### src/rtl/ex_product_if.sv
// Bus between the multiplier generator and ex_product: capture strobe,
// six Q15.11 factors, and result/status back to the generator side.
interface ex_product_if #(
  parameter int OUT_W = 36
);
  logic             mul_valid;
  logic [25:0]      multiplier_0;
  logic [25:0]      multiplier_1;
  logic [25:0]      multiplier_2;
  logic [25:0]      multiplier_3;
  logic [25:0]      multiplier_4;
  logic [25:0]      multiplier_5;
  logic             busy;
  logic             out_valid;
  logic [OUT_W-1:0] result;
  logic             sat;
  logic             drop;

  modport master (
    output mul_valid, multiplier_0, multiplier_1, multiplier_2,
           multiplier_3, multiplier_4, multiplier_5,
    input  busy, out_valid, result, sat, drop
  );

  modport slave (
    input  mul_valid, multiplier_0, multiplier_1, multiplier_2,
           multiplier_3, multiplier_4, multiplier_5,
    output busy, out_valid, result, sat, drop
  );
endinterface

### src/rtl/ex_product.sv
// Iterative product of six Q15.11 factors with round-half-up normalisation
// and saturation; fixed 13-cycle latency from mul_valid to out_valid.
//
// state | meaning
// IDLE  | waiting for mul_valid; captures factors, acc = 1.0
// MUL   | prod = acc * m[idx] at full width
// NORM  | round/shift prod into acc (zero factor = identity); last idx emits
module ex_product #(
  parameter int OUT_W  = 36,
  parameter int FRAC_W = 11
) (
  input  logic         clk,
  input  logic         rst,
  ex_product_if.slave  bus
);
  localparam int PW = OUT_W + 26;
  localparam int RW = PW + 1;
  localparam int TW = RW - FRAC_W;

  typedef enum logic [1:0] {IDLE, MUL, NORM} state_t;

  state_t           state, state_nx;
  logic [25:0]      m [6];
  logic [OUT_W-1:0] acc;
  logic [2:0]       idx;
  logic [PW-1:0]    prod;
  logic             sat_flag;
  logic [OUT_W-1:0] result_q;
  logic             sat_q;
  logic             out_valid_q;
  logic             drop_q;

  logic [25:0]      m_cur;
  logic [RW-1:0]    rnd;
  logic [TW-1:0]    t;
  logic             ovf;
  logic             sat_step;
  logic [OUT_W-1:0] acc_nx;

  always_comb begin
    state_nx = state;
    case (state)
      IDLE:    if (bus.mul_valid) state_nx = MUL;
      MUL:     state_nx = NORM;
      NORM:    state_nx = (idx == 3'd5) ? IDLE : MUL;
      default: state_nx = IDLE;
    endcase
  end

  always_comb begin
    m_cur    = m[idx];
    rnd      = {1'b0, prod} + RW'(1 << (FRAC_W - 1));
    t        = rnd[RW-1:FRAC_W];
    ovf      = |t[TW-1:OUT_W];
    sat_step = (m_cur != 26'd0) && ovf;
    acc_nx   = acc;
    if (m_cur != 26'd0)
      acc_nx = ovf ? {OUT_W{1'b1}} : t[OUT_W-1:0];
  end

  always_ff @(posedge clk) begin
    if (rst) begin
      state       <= IDLE;
      acc         <= '0;
      idx         <= '0;
      prod        <= '0;
      sat_flag    <= 1'b0;
      result_q    <= '0;
      sat_q       <= 1'b0;
      out_valid_q <= 1'b0;
      drop_q      <= 1'b0;
      for (int i = 0; i < 6; i++) m[i] <= '0;
    end else begin
      state       <= state_nx;
      out_valid_q <= 1'b0;
      drop_q      <= bus.mul_valid && (state != IDLE);
      case (state)
        IDLE: begin
          if (bus.mul_valid) begin
            m[0]     <= bus.multiplier_0;
            m[1]     <= bus.multiplier_1;
            m[2]     <= bus.multiplier_2;
            m[3]     <= bus.multiplier_3;
            m[4]     <= bus.multiplier_4;
            m[5]     <= bus.multiplier_5;
            acc      <= OUT_W'(1) << FRAC_W;
            idx      <= '0;
            sat_flag <= 1'b0;
          end
        end
        MUL: prod <= PW'(acc) * PW'(m_cur);
        NORM: begin
          acc      <= acc_nx;
          sat_flag <= sat_flag | sat_step;
          if (idx == 3'd5) begin
            result_q    <= acc_nx;
            sat_q       <= sat_flag | sat_step;
            out_valid_q <= 1'b1;
          end else begin
            idx <= idx + 3'd1;
          end
        end
        default: ;
      endcase
    end
  end

  assign bus.busy      = (state != IDLE);
  assign bus.out_valid = out_valid_q;
  assign bus.result    = result_q;
  assign bus.sat       = sat_q;
  assign bus.drop      = drop_q;
endmodule

### src/flat_wrapper.sv
// flat-port wrapper written by rule: the top's interface ports become plain ports
module ex_product_flat 
#(
  parameter int OUT_W  = 36,
  parameter int FRAC_W = 11
)
  (clk, rst, bus_mul_valid, bus_multiplier_0, bus_multiplier_1, bus_multiplier_2, bus_multiplier_3, bus_multiplier_4, bus_multiplier_5, bus_busy, bus_out_valid, bus_result, bus_sat, bus_drop);
  ex_product_if #(.OUT_W(OUT_W)) bus_i ();
  input  logic clk;
  input  logic rst;
  input wire logic [$bits(bus_i.mul_valid)-1:0] bus_mul_valid;
  input wire logic [$bits(bus_i.multiplier_0)-1:0] bus_multiplier_0;
  input wire logic [$bits(bus_i.multiplier_1)-1:0] bus_multiplier_1;
  input wire logic [$bits(bus_i.multiplier_2)-1:0] bus_multiplier_2;
  input wire logic [$bits(bus_i.multiplier_3)-1:0] bus_multiplier_3;
  input wire logic [$bits(bus_i.multiplier_4)-1:0] bus_multiplier_4;
  input wire logic [$bits(bus_i.multiplier_5)-1:0] bus_multiplier_5;
  output wire logic [$bits(bus_i.busy)-1:0] bus_busy;
  output wire logic [$bits(bus_i.out_valid)-1:0] bus_out_valid;
  output wire logic [$bits(bus_i.result)-1:0] bus_result;
  output wire logic [$bits(bus_i.sat)-1:0] bus_sat;
  output wire logic [$bits(bus_i.drop)-1:0] bus_drop;
  assign bus_i.mul_valid = bus_mul_valid;
  assign bus_i.multiplier_0 = bus_multiplier_0;
  assign bus_i.multiplier_1 = bus_multiplier_1;
  assign bus_i.multiplier_2 = bus_multiplier_2;
  assign bus_i.multiplier_3 = bus_multiplier_3;
  assign bus_i.multiplier_4 = bus_multiplier_4;
  assign bus_i.multiplier_5 = bus_multiplier_5;
  assign bus_busy = bus_i.busy;
  assign bus_out_valid = bus_i.out_valid;
  assign bus_result = bus_i.result;
  assign bus_sat = bus_i.sat;
  assign bus_drop = bus_i.drop;
  ex_product #(.OUT_W(OUT_W), .FRAC_W(FRAC_W)) u_core (.clk(clk), .rst(rst), .bus(bus_i));
endmodule
### config.mk
export PLATFORM = sky130hd
export DESIGN_NAME = ex_product_flat
export DESIGN_NICKNAME = d
export VERILOG_FILES = /design/src/rtl/ex_product_if.sv /design/src/rtl/ex_product.sv /design/src/flat_wrapper.sv
export SDC_FILE = /design/constraint.sdc
export NUM_CORES = 2
export LEC_CHECK = 0
export ABC_AREA = 1
export BUFFER_PORTS_ARGS = -buffer_cell sky130_fd_sc_hd__clkbuf_2
export CORE_MARGIN = 1
export CORE_UTILIZATION = 30
export DETAILED_ROUTE_END_ITERATION = 8
export SLEW_MARGIN = 10
export SYNTH_ARGS = -nofsm -noshare
export SYNTH_HDL_FRONTEND = slang
export SYNTH_SLANG_ARGS = --single-unit
### constraint.sdc
create_clock -name clk -period 10 [get_ports clk]
set_input_delay 2 -clock clk [delete_from_list [all_inputs] [get_ports clk]]
set_output_delay 2 -clock clk [all_outputs]
set_load 0.02 [all_outputs]
==> results.toml <==
[sta]
hold_slack_ns = 0.471
tightest_slew_ns = 1.16
fin_skew_ns = 0.0253
finalSetupTns_ns = 0
maxSlewViolCount = 0
fin_crit_sh_pct = 92.8
fmax_mhz = 108
relSlewSlack_pct = 22.0
setup_viol = 0
fin_crit_ns = 9.28
final_hold_viol_count = 0
setup_ws_ns = 0.725
rsz0062_at_grt = "no"

[pwr]
seqPwrFrac_pct = 29.3
p_comb_share_pct = 43.3
peakVddDrop_mv = 0.117
internal_power_mw = 2.76
p_leak_nw = 23.6
switchingPower_mw = 2.09
powerDensity_nw_per_um2 = 99.5
swShare_pct = 43.1
clock_power_share_pct = 27.5

[worst_setup_path]
worstPathRequired_ns = 10.41
crit_path_max_fanout = 58
critPathKind = "reg -> reg"
r2r_slack_ns = 0.72
crit_path_end_kind = "flip-flop"
r2r_cells = 30
max_stage_delay_ns = 0.66
r2r-end = "u_core.prod[56]"
start_kind = "flip-flop"
slowest_stage = "clkinv_1"
crit_top_cell = "fa_1"
cp.arrival_ns = 9.69

[place]
dpl.cell_count = 7645
hpwl_mm = 139
io_buffers = 198
post-place-ws_ns = 0.913
gp_congestion = 0.989

[floorplanning]
die_x_um = 386
core_um2 = 146000
rows = 140
die_area_um2 = 149000
io_pins = 199
initial_utilization_pct = 30.3
die_y_um = 386

[cts]
cts_root_buffer = "clkbuf_16"
clk_latency_ns = 0.58
cts_tree = "done"
clk_path_buf_depth = 3
clkSinkCount = 292
path_clk_slew_ns = 0.06
post_cts_buffers = 0
cts-resized-gates = 0
cts_hold_buf = 0
htree_num_levels = 2
cts_buffers = 36

[run_status]
status = "finished, final reports clean"

[detailed_routing]
wl_per_cell_um = 22.1
route.detailed.drc = 0
vias = 38100
drtIter0Drc = 3464
drt-total-wl_mm = 171
firstDrtPassIters = 8
vias_per_cell = 4.94
ant_nets = 0

[flow_run]
max_cap_viol_count = 0

[global_route]
gr-usage-all-layers_pct = 23.3
use_met3_pct = 4.79
antenna_found_initial = 3
grt.busiest_layer = "met2"
grt_pass1_vias = 39900
grt_max_degree = 99
grtUsageMet1_pct = 30.3
grt_overflow = 0
grt_pass1_wl_mm = 257
grt_use_met2_pct = 37.5

[finish]
final_cell_mix = "inv_1 (1,279), nand2_1 (1,002), nor2_1 (962), fa_1 (813), nand3_1 (282)"
stdcell_count = 7710
flow.area_growth_from_synthesis_pct = 10.4
layout-drive-gt1-share_pct = 7.47
utilization_pct = 33.5
nets = 6938
num_antenna_cells = 0
final_common_cell = "inv_1"

[min_path]
hold_path.class = "reg -> reg"
hp-start = "u_core.bus.result[22]"
min_to = "u_core.bus.result[22]"
whs_path_depth = 2

[synth]
synth-seq-area-share_pct = 16.8
avgSynthCellArea_um2 = 7.83
synth_flop_cell = "edfxtp_1"
synth.distinct_cells = 47
synth_area_um2 = 44200
async_flop_share_pct = 0
yosys_warnings = 0
syn-instance-count = 5642
syn-num-nets = 6814
synth_seq_cells = 292
synth_edf_count = 156
==> metal layers <==
layer  part of all wire, %  vias up
met5                 0.024        -
met1                    41    19100
met4                   4.8        6
met3                   9.2      363
met2                    45     1811
li1                      -    16800
==> per-stage QoR <==
stage | total power, mW | instance area, µm²
floorplan | 2.63 | 44200
global placement | 3.48 | 47600
detailed placement | 3.46 | 47600
CTS | 4.83 | 48800
global route | 5.08 | 48800
finish | 4.86 | 48800
==> sequential cells by signal, indices dropped and copies added (netlist names), named ones only <==
| register | flops |
|---|---|
| u_core.m | 156 |
| u_core.prod | 52 |
| u_core.acc | 36 |
| u_core.bus.result | 36 |
| u_core.idx | 3 |
| u_core.state | 2 |
| u_core.bus.drop | 1 |
| u_core.bus.out_valid | 1 |
| u_core.bus.sat | 1 |
| u_core.sat_flag | 1 |
==> area by class of cell <==
type	instances	area (µm²)
fill	15500	97100
tap	1917	2400
clock buffer	48	997
clock inverter	17	184
sequential	292	7410
inverter	1310	4920
timing repair buffer	337	2060
multi-input combinational	3789	30900
==> Yosys cell counts, types with 3 or more instances <==
master	n	area share (%)
inv_1	1279	11
nand2_1	1004	8.5
nor2_1	965	8.2
fa_1	813	37
nand3_1	282	3.2
clkbuf_1	207	1.8
ha_1	200	5.7
edfxtp_1	156	11
a21oi_1	143	1.6
dfxtp_1	136	6.2
o21ai_0	104	1.2
nor3_1	46	0.52
xor2_1	46	0.91
nand4_1	26	0.37
xnor2_1	24	0.48
buf_2	23	0.26
a31oi_1	20	0.28
o21bai_1	19	0.32
clkinv_1	18	0.15
a21o_1	17	0.29
inv_2	13	0.11
buf_6	12	0.31
o21ai_1	12	0.14
o21a_1	8	0.14
a21boi_0	7	0.12
and2_1	6	0.085
buf_1	6	0.051
nand2_2	6	0.085
a211oi_1	5	0.085
nor2_2	4	0.057
and3_1	3	0.042
buf_4	3	0.051
nand3_2	3	0.068
nor4_1	3	0.042
o31ai_1	3	0.051
==> critical path: cells and delay by family, from the launching register on <==
family | cells | cell delay [ns]
compound gates | 6 | 1.50
flops | 1 | 0.59
fa+ha+maj | 8 | 3.85
simple gates | 7 | 0.88
buf+inv | 8 | 2.04
xor+xnor | 1 | 0.21
==> worst max-delay path by stage <==
stage	endpoint	depth (start not counted)
floorplan	u_core.prod[53]	35
global placement	u_core.prod[56]	29
detailed placement	u_core.prod[51]	32
CTS	u_core.prod[56]	31
global route	u_core.prod[51]	32
finish	u_core.prod[56]	30
==> power by group through the flow <==
| stage | clock network, mW | logic [mW] | registers, mW |
|---|---|---|---|
| 2_1_floorplan | 0 | 1.21 | 1.42 |
| 3_3_place_gp | 0 | 2.03 | 1.44 |
| 3_5_place_dp | 0 | 2.02 | 1.44 |
| 4_1_cts | 1.35 | 2.06 | 1.42 |
| 5_1_grt | 1.39 | 2.26 | 1.43 |
| 6_report | 1.33 | 2.10 | 1.42 |
==> cells by family (layout without fill, tap and decap cells) <==
logic type | count (synthesis) | count (layout) | share of synthesized area (%)
buffers and inverters | 1561 | 1712 | 13.6
AND/OR/NAND/NOR | 2358 | 2358 | 21.4
XOR/XNOR | 70 | 70 | 1.39
adder cells (fa/ha/maj) | 1013 | 1013 | 42.5
flip-flops | 292 | 292 | 16.8
AO/OA/AOI/OAI | 348 | 348 | 4.40
Note: power is estimated with default switching activity, not from simulation.
